### src/rtl/fifo_pkg.sv
// fifo_pkg
//   Shared width helpers for the FIFO family. Every buffer derives its
//   pointer and occupancy widths from these, so they size the same way for
//   any depth, including depths that are not a power of two.
//
//   clog2(n)       : ceiling log2, with clog2(1) = 0
//   ptr_width(d)   : bits for an index 0..d-1 (at least 1)
//   cnt_width(d)   : bits for an occupancy 0..d
package fifo_pkg;

  function automatic int clog2(input int n);
    int r;
    int v;
    r = 0;
    v = 1;
    while (v < n) begin
      v = v * 2;
      r = r + 1;
    end
    return r;
  endfunction

  function automatic int ptr_width(input int depth);
    return (clog2(depth) < 1) ? 1 : clog2(depth);
  endfunction

  function automatic int cnt_width(input int depth);
    return clog2(depth + 1);
  endfunction

endpackage

### src/rtl/fifo_param_mem.sv
// fifo_param_mem
//   WIDTH x DEPTH storage array for fifo_param. It has one synchronous write
//   port and one asynchronous read port, so the head word can be presented
//   first-word-fall-through. The cells have no reset.
//
//   clk   : write clock (rising edge)
//   we    : write enable
//   waddr : write address
//   wdata : write data
//   raddr : read address
//   rdata : combinational read data, mem[raddr]
module fifo_param_mem
  import fifo_pkg::*;
#(
  parameter int DEPTH = 64,
  parameter int WIDTH = 8,
  localparam int PW = ptr_width(DEPTH)
) (
  input  logic             clk,
  input  logic             we,
  input  logic [PW-1:0]    waddr,
  input  logic [WIDTH-1:0] wdata,
  input  logic [PW-1:0]    raddr,
  output logic [WIDTH-1:0] rdata
);

  logic [WIDTH-1:0] mem [DEPTH];

  // NOTE: the array is deliberately left out of reset. Resetting it would
  // turn a RAM into a bank of resettable flops, and the pointers already
  // mark every cell as invalid after reset.
  always_ff @(posedge clk) begin
    if (we) begin
      mem[waddr] <= wdata;
    end
  end

  assign rdata = mem[raddr];

endmodule

### src/rtl/fifo_param.sv
// fifo_param
//   Synchronous circular-buffer FIFO with first-word-fall-through output,
//   occupancy count, almost-full/almost-empty thresholds and sticky
//   overflow/underflow flags. DEPTH may be any value >= 2.
//
//   clk          : rising-edge clock
//   rst          : asynchronous active-low reset (pointers, count, flags)
//   datain       : write data
//   enw          : write request
//   enr          : read request (pops the head word)
//   flush        : synchronous clear; overrides enw/enr
//   dataout      : head word (don't-care while empty)
//   full/empty   : count == DEPTH / count == 0
//   almost_full  : count >= AF_LEVEL
//   almost_empty : count <= AE_LEVEL
//   count        : current occupancy
//   overflow     : sticky, set by a rejected write
//   underflow    : sticky, set by a rejected read
module fifo_param
  import fifo_pkg::*;
#(
  parameter int DEPTH    = 64,
  parameter int WIDTH    = 8,
  parameter int AF_LEVEL = DEPTH - 2,
  parameter int AE_LEVEL = 1,
  localparam int PW = ptr_width(DEPTH),
  localparam int CW = cnt_width(DEPTH)
) (
  input  logic             clk,
  input  logic             rst,
  input  logic [WIDTH-1:0] datain,
  input  logic             enw,
  input  logic             enr,
  input  logic             flush,
  output logic [WIDTH-1:0] dataout,
  output logic             full,
  output logic             empty,
  output logic             almost_full,
  output logic             almost_empty,
  output logic [CW-1:0]    count,
  output logic             overflow,
  output logic             underflow
);

  logic [PW-1:0] wp;
  logic [PW-1:0] rp;
  logic          wr_acc;
  logic          rd_acc;

  // Pointers wrap explicitly at DEPTH-1, because DEPTH need not be a power
  // of two.
  function automatic logic [PW-1:0] inc_ptr(input logic [PW-1:0] p);
    return (p == PW'(DEPTH - 1)) ? '0 : p + 1'b1;
  endfunction

  // A write into a full FIFO is accepted when a read is popping the head in
  // the same cycle. A read of an empty FIFO is never accepted, even when a
  // write arrives in that cycle.
  assign wr_acc = enw & (~full | enr);
  assign rd_acc = enr & ~empty;

  // Status is decoded from the count register alone, so none of these
  // outputs has a combinational path from enw or enr.
  assign full         = (count == CW'(DEPTH));
  assign empty        = (count == '0);
  assign almost_full  = (count >= CW'(AF_LEVEL));
  assign almost_empty = (count <= CW'(AE_LEVEL));

  // NOTE: every register in this block uses non-blocking assignment. Each
  // update therefore sees the pre-edge values of count, wp and rp, whatever
  // the order of the statements.
  always_ff @(posedge clk or negedge rst) begin
    if (!rst) begin
      wp        <= '0;
      rp        <= '0;
      count     <= '0;
      overflow  <= 1'b0;
      underflow <= 1'b0;
    end else if (flush) begin
      wp        <= '0;
      rp        <= '0;
      count     <= '0;
      overflow  <= 1'b0;
      underflow <= 1'b0;
    end else begin
      if (wr_acc) wp <= inc_ptr(wp);
      if (rd_acc) rp <= inc_ptr(rp);

      case ({wr_acc, rd_acc})
        2'b10:   count <= count + 1'b1;
        2'b01:   count <= count - 1'b1;
        default: count <= count;
      endcase

      if (enw & ~wr_acc) overflow  <= 1'b1;
      if (enr & empty)   underflow <= 1'b1;
    end
  end

  // A flush discards the write that arrives with it. The cell would be
  // unreachable anyway, but blocking it keeps the array unchanged.
  fifo_param_mem #(
    .DEPTH (DEPTH),
    .WIDTH (WIDTH)
  ) u_mem (
    .clk   (clk),
    .we    (wr_acc & ~flush),
    .waddr (wp),
    .wdata (datain),
    .raddr (rp),
    .rdata (dataout)
  );

endmodule

### config.mk
export PLATFORM = sky130hd
export DESIGN_NAME = fifo_param
export DESIGN_NICKNAME = d
export VERILOG_FILES = /design/src/rtl/fifo_pkg.sv /design/src/rtl/fifo_param_mem.sv /design/src/rtl/fifo_param.sv
export SDC_FILE = /design/constraint.sdc
export NUM_CORES = 1
export LEC_CHECK = 0
export BUFFER_PORTS_ARGS = -buffer_cell sky130_fd_sc_hd__buf_2
export CORE_MARGIN = 4
export CORE_UTILIZATION = 35
export DETAILED_ROUTE_END_ITERATION = 16
export SYNTH_ARGS = -nofsm -noshare
export SYNTH_HDL_FRONTEND = slang
export SYNTH_HIERARCHICAL = 1
export SYNTH_SLANG_ARGS = --single-unit
### constraint.sdc
create_clock -name clk -period 3.6 [get_ports clk]
set_input_delay 0.36 -clock clk [delete_from_list [all_inputs] [get_ports clk]]
set_output_delay 0.36 -clock clk [all_outputs]
set_load 0.03 [all_outputs]
==> results by group <==
GRT
  – Final global-route overflow total: 0
  – Antenna violations before repair: 0
  – Vias in the first global route: 11.3k
  – Largest net degree at the start of global routing: 65
  – First-pass GRT wire length: 75700 microns
  – Total Routing Usage GR: 0.153

Timing
  – Max Clk Rate: 282 MHz
  – Final period util: 0.985
  – Setup TNS: 0 ns
  – Worst Skew: 0.0131 ns
  – Unrepaired setup endpoints after global routing: false
  – Measured slew at the worst slew-check pin: 1.17 ns
  – Slew Limit Fails: 0
  – Final hold vios: 0
  – Final min period: 3.55 ns
  – Final setup violation count: 0
  – Slew HR: 0.218

Yosys
  – Most area-consuming cells after synthesis: edfxtp_1, mux4_2, dfrtp_1
  – Net Count, Synth: 1112
  – FF+latch count, synth: 533
  – Yosys cell types: 63
  – Ys async rst share: 0.0394
  – Yosys warning total: 6
  – Syn Area/Cell: 19.6 sq um
  – Synth Flop Type: edfxtp_1
  – Sequential share of the synthesized area: 0.741
  – Leading area contributor after synthesis: edfxtp_1
  – EDFF count, synth: 512
  – Synth top area share: 0.717
  – Mapped Area: 21500 sq um
  – Post-Syn Instances: 1093

Critical path
  – Crit Path Category: reg -> out
  – CP max FO: 15
  – Worst EP required: 3.24 ns
  – Worst Setup End Kind: output port
  – CP Data Arrival Time: 3.19 ns
  – Startpoint class of the critical path: register

Clock tree
  – Clock Latency Late Sink: 0.59 ns
  – Htree depth: 2
  – Clk buf depth: 3
  – Clock Root Buffer: clkbuf_16
  – Num CTS Buffers: 52
  – Clock Sinks: 533
  – Reg clk slew, reported paths: 0.06 ns
  – CTS tree: built

Placement
  – Gpl congestion: 0.797
  – Area post-placement: 23200 sq um
  – Detailed placer's ending HPWL: 32100 microns
  – I/O Buffers: 33
  – Dpl cells: 1964

Pwr
  – P_leak: 0.00787 uW
  – Worst VDD drop: 0.389 mV
  – Power density cells: 609 nW/um^2

Final layout
  – # diodes: 0
  – Proportion of layout cells with a drive suffix above 1: 0.311
  – Area growth, synth to finish: 17.3%
  – Post-Layout Cell Count: 2074
  – Util after Layout: 0.416
  – Final-stage net count: 1270
  – Cell area after layout: 25200 sq um

Drt
  – Detailed Route WL: 50900 microns
  – DRC violations left: 0
  – Drt wl/cell: 24.5 microns
  – Post-route ant nets: 0
  – DRT Pass-1 Iters: 7
  – Via density: 5.37
  – DR iter-0 viols: 1042
  – Vias: 11.1k

Worst hold path
  – Hold Path Class: in -> reg

Outcome
  – Outcome: finished clean

Floorplanning
  – Row cnt: 90
  – DIE HEIGHT: 256 microns
  – Die width: 256 microns
  – Num ports: 34
  – Initial Util: 0.355
  – Placeable Area: 60500 sq um
  – Die area: 65300 sq um

Job
  – Max-Cap Viols: 0
## report_power, final
| part | total (uW) | internal, uW | switching [uW] |
|---|---|---|---|
| logic | 3000 | 1410 | 1590 |
| clock network | 5430 | 3160 | 2270 |
| registers | 6890 | 6840 | 54.3 |
| total | 15300 | 11400 | 3910 |
## metal layers
metal  part of all wire  up-vias  track usage
met4              0.023        0       0.0387
met2               0.48      375        0.243
met5                  0        -            0
met1               0.44     5894        0.218
li1                   -     4806            -
met3              0.063       64       0.0340
## cell usage after synthesis, drive strengths merged (4+ instances only)
cell type and instances:
nand3b 4, nand2 33, o2111ai 4, nor3 9
nor2 108, nand3 23, mux2i 23, a211oi 6
inv 4, mux4 126, nand2b 10, o221ai 10
a21oi 12, clkbuf 20, ha 6, or3 5
o21ai 13, o22ai 9, mux2 15, a221oi 6
o2bb2ai 4, edfxtp 512, buf 38, nor2b 19
nor4 4, xor2 4, dfrtp 21, nand4 5
## worst max-delay path: stages, from the launching register on
cell and delay [ns]:
dfrtp_4 0.51, clkbuf_4 0.21, buf_6 0.18, mux4_2 0.33, nor2_1 0.05, nor4_2 0.45, nor3_2 0.10, o32ai_1 0.46
buf_2 0.29
## logic make-up after synthesis
kind of cell               Yosys count  share of synthesized area
buffers and inverters               62                     0.0176
muxes                              164                      0.151
DFF                                533                      0.741
and+or+nand+nor                    228                     0.0499
AOI/OAI and AO/OA                   94                     0.0347
xor gates and xnor gates             6                    0.00245
adders and majority gates            6                    0.00350
## timing repair
action | in CTS | in global routing
gates resized for setup | 10 | 7
endpoints found under the setup margin | 8 | 7
hold buffers | 1 | 0
pin swaps | 0 | 0
buffers inserted | 7 | 6
cloned | 0 | 1
endpoints found under the hold margin | 21 | 0
## worst paths after layout
kind | from | endpoint | cells past startpoint | slack, ns
min reg2reg | overflow | overflow | 2 | 0.50
min in group asynchronous | rst | count[1] | 2 | 0.29
min | enr | underflow | 3 | 0.14
max | rp[0] | dataout[6] | 8 | 0.05
max in group asynchronous | rst | rp[1] | 2 | 2.88
max reg2reg | count[0] | u_mem/mem[2][1] | 10 | 0.48
## area by class of cell
class | count | area, sq um
inverters | 4 | 15.0
multi-input cells | 498 | 5250
repair buffers | 162 | 1320
clock inverters | 28 | 288
clock buffers | 67 | 1400
fillers | 5241 | 35300
well taps | 782 | 978
flip-flops and latches | 533 | 15900
## cell usage in the layout (no fill, tap or decap), drive strengths merged, types with 5 or more instances in the layout
cell type,netlist,layout
a211oi,6,6
a21oi,12,12
a221oi,6,6
buf,38,159
bufinv,0,6
clkbuf,20,69
clkinv,0,20
dfrtp,21,21
edfxtp,512,512
ha,6,6
inv,4,6
mux2,15,15
mux2i,23,23
mux4,126,126
nand2,33,33
nand2b,10,10
nand3,23,23
nand4,5,5
nor2,108,108
nor2b,19,19
nor3,9,9
o21ai,13,13
o221ai,10,10
o22ai,9,9
or3,5,5
## state kept, by name, summed over array words and instances (netlist names)
name / cells
u_mem/mem: 512
count: 7
rp: 6
wp: 6
overflow: 1
underflow: 1
## stage by stage
stage,power (uW),hold slack (ns),worst slack [ns]
after CTS,15300,0.103,0.0184
after global routing,15900,0.143,0.000235
after detailed placement,9840,0.378,0.455
final,15300,0.138,0.0527
after global placement,9830,0.378,0.451
after floorplan,9030,0.0644,0.637
Power figures use the tool's default switching activity.
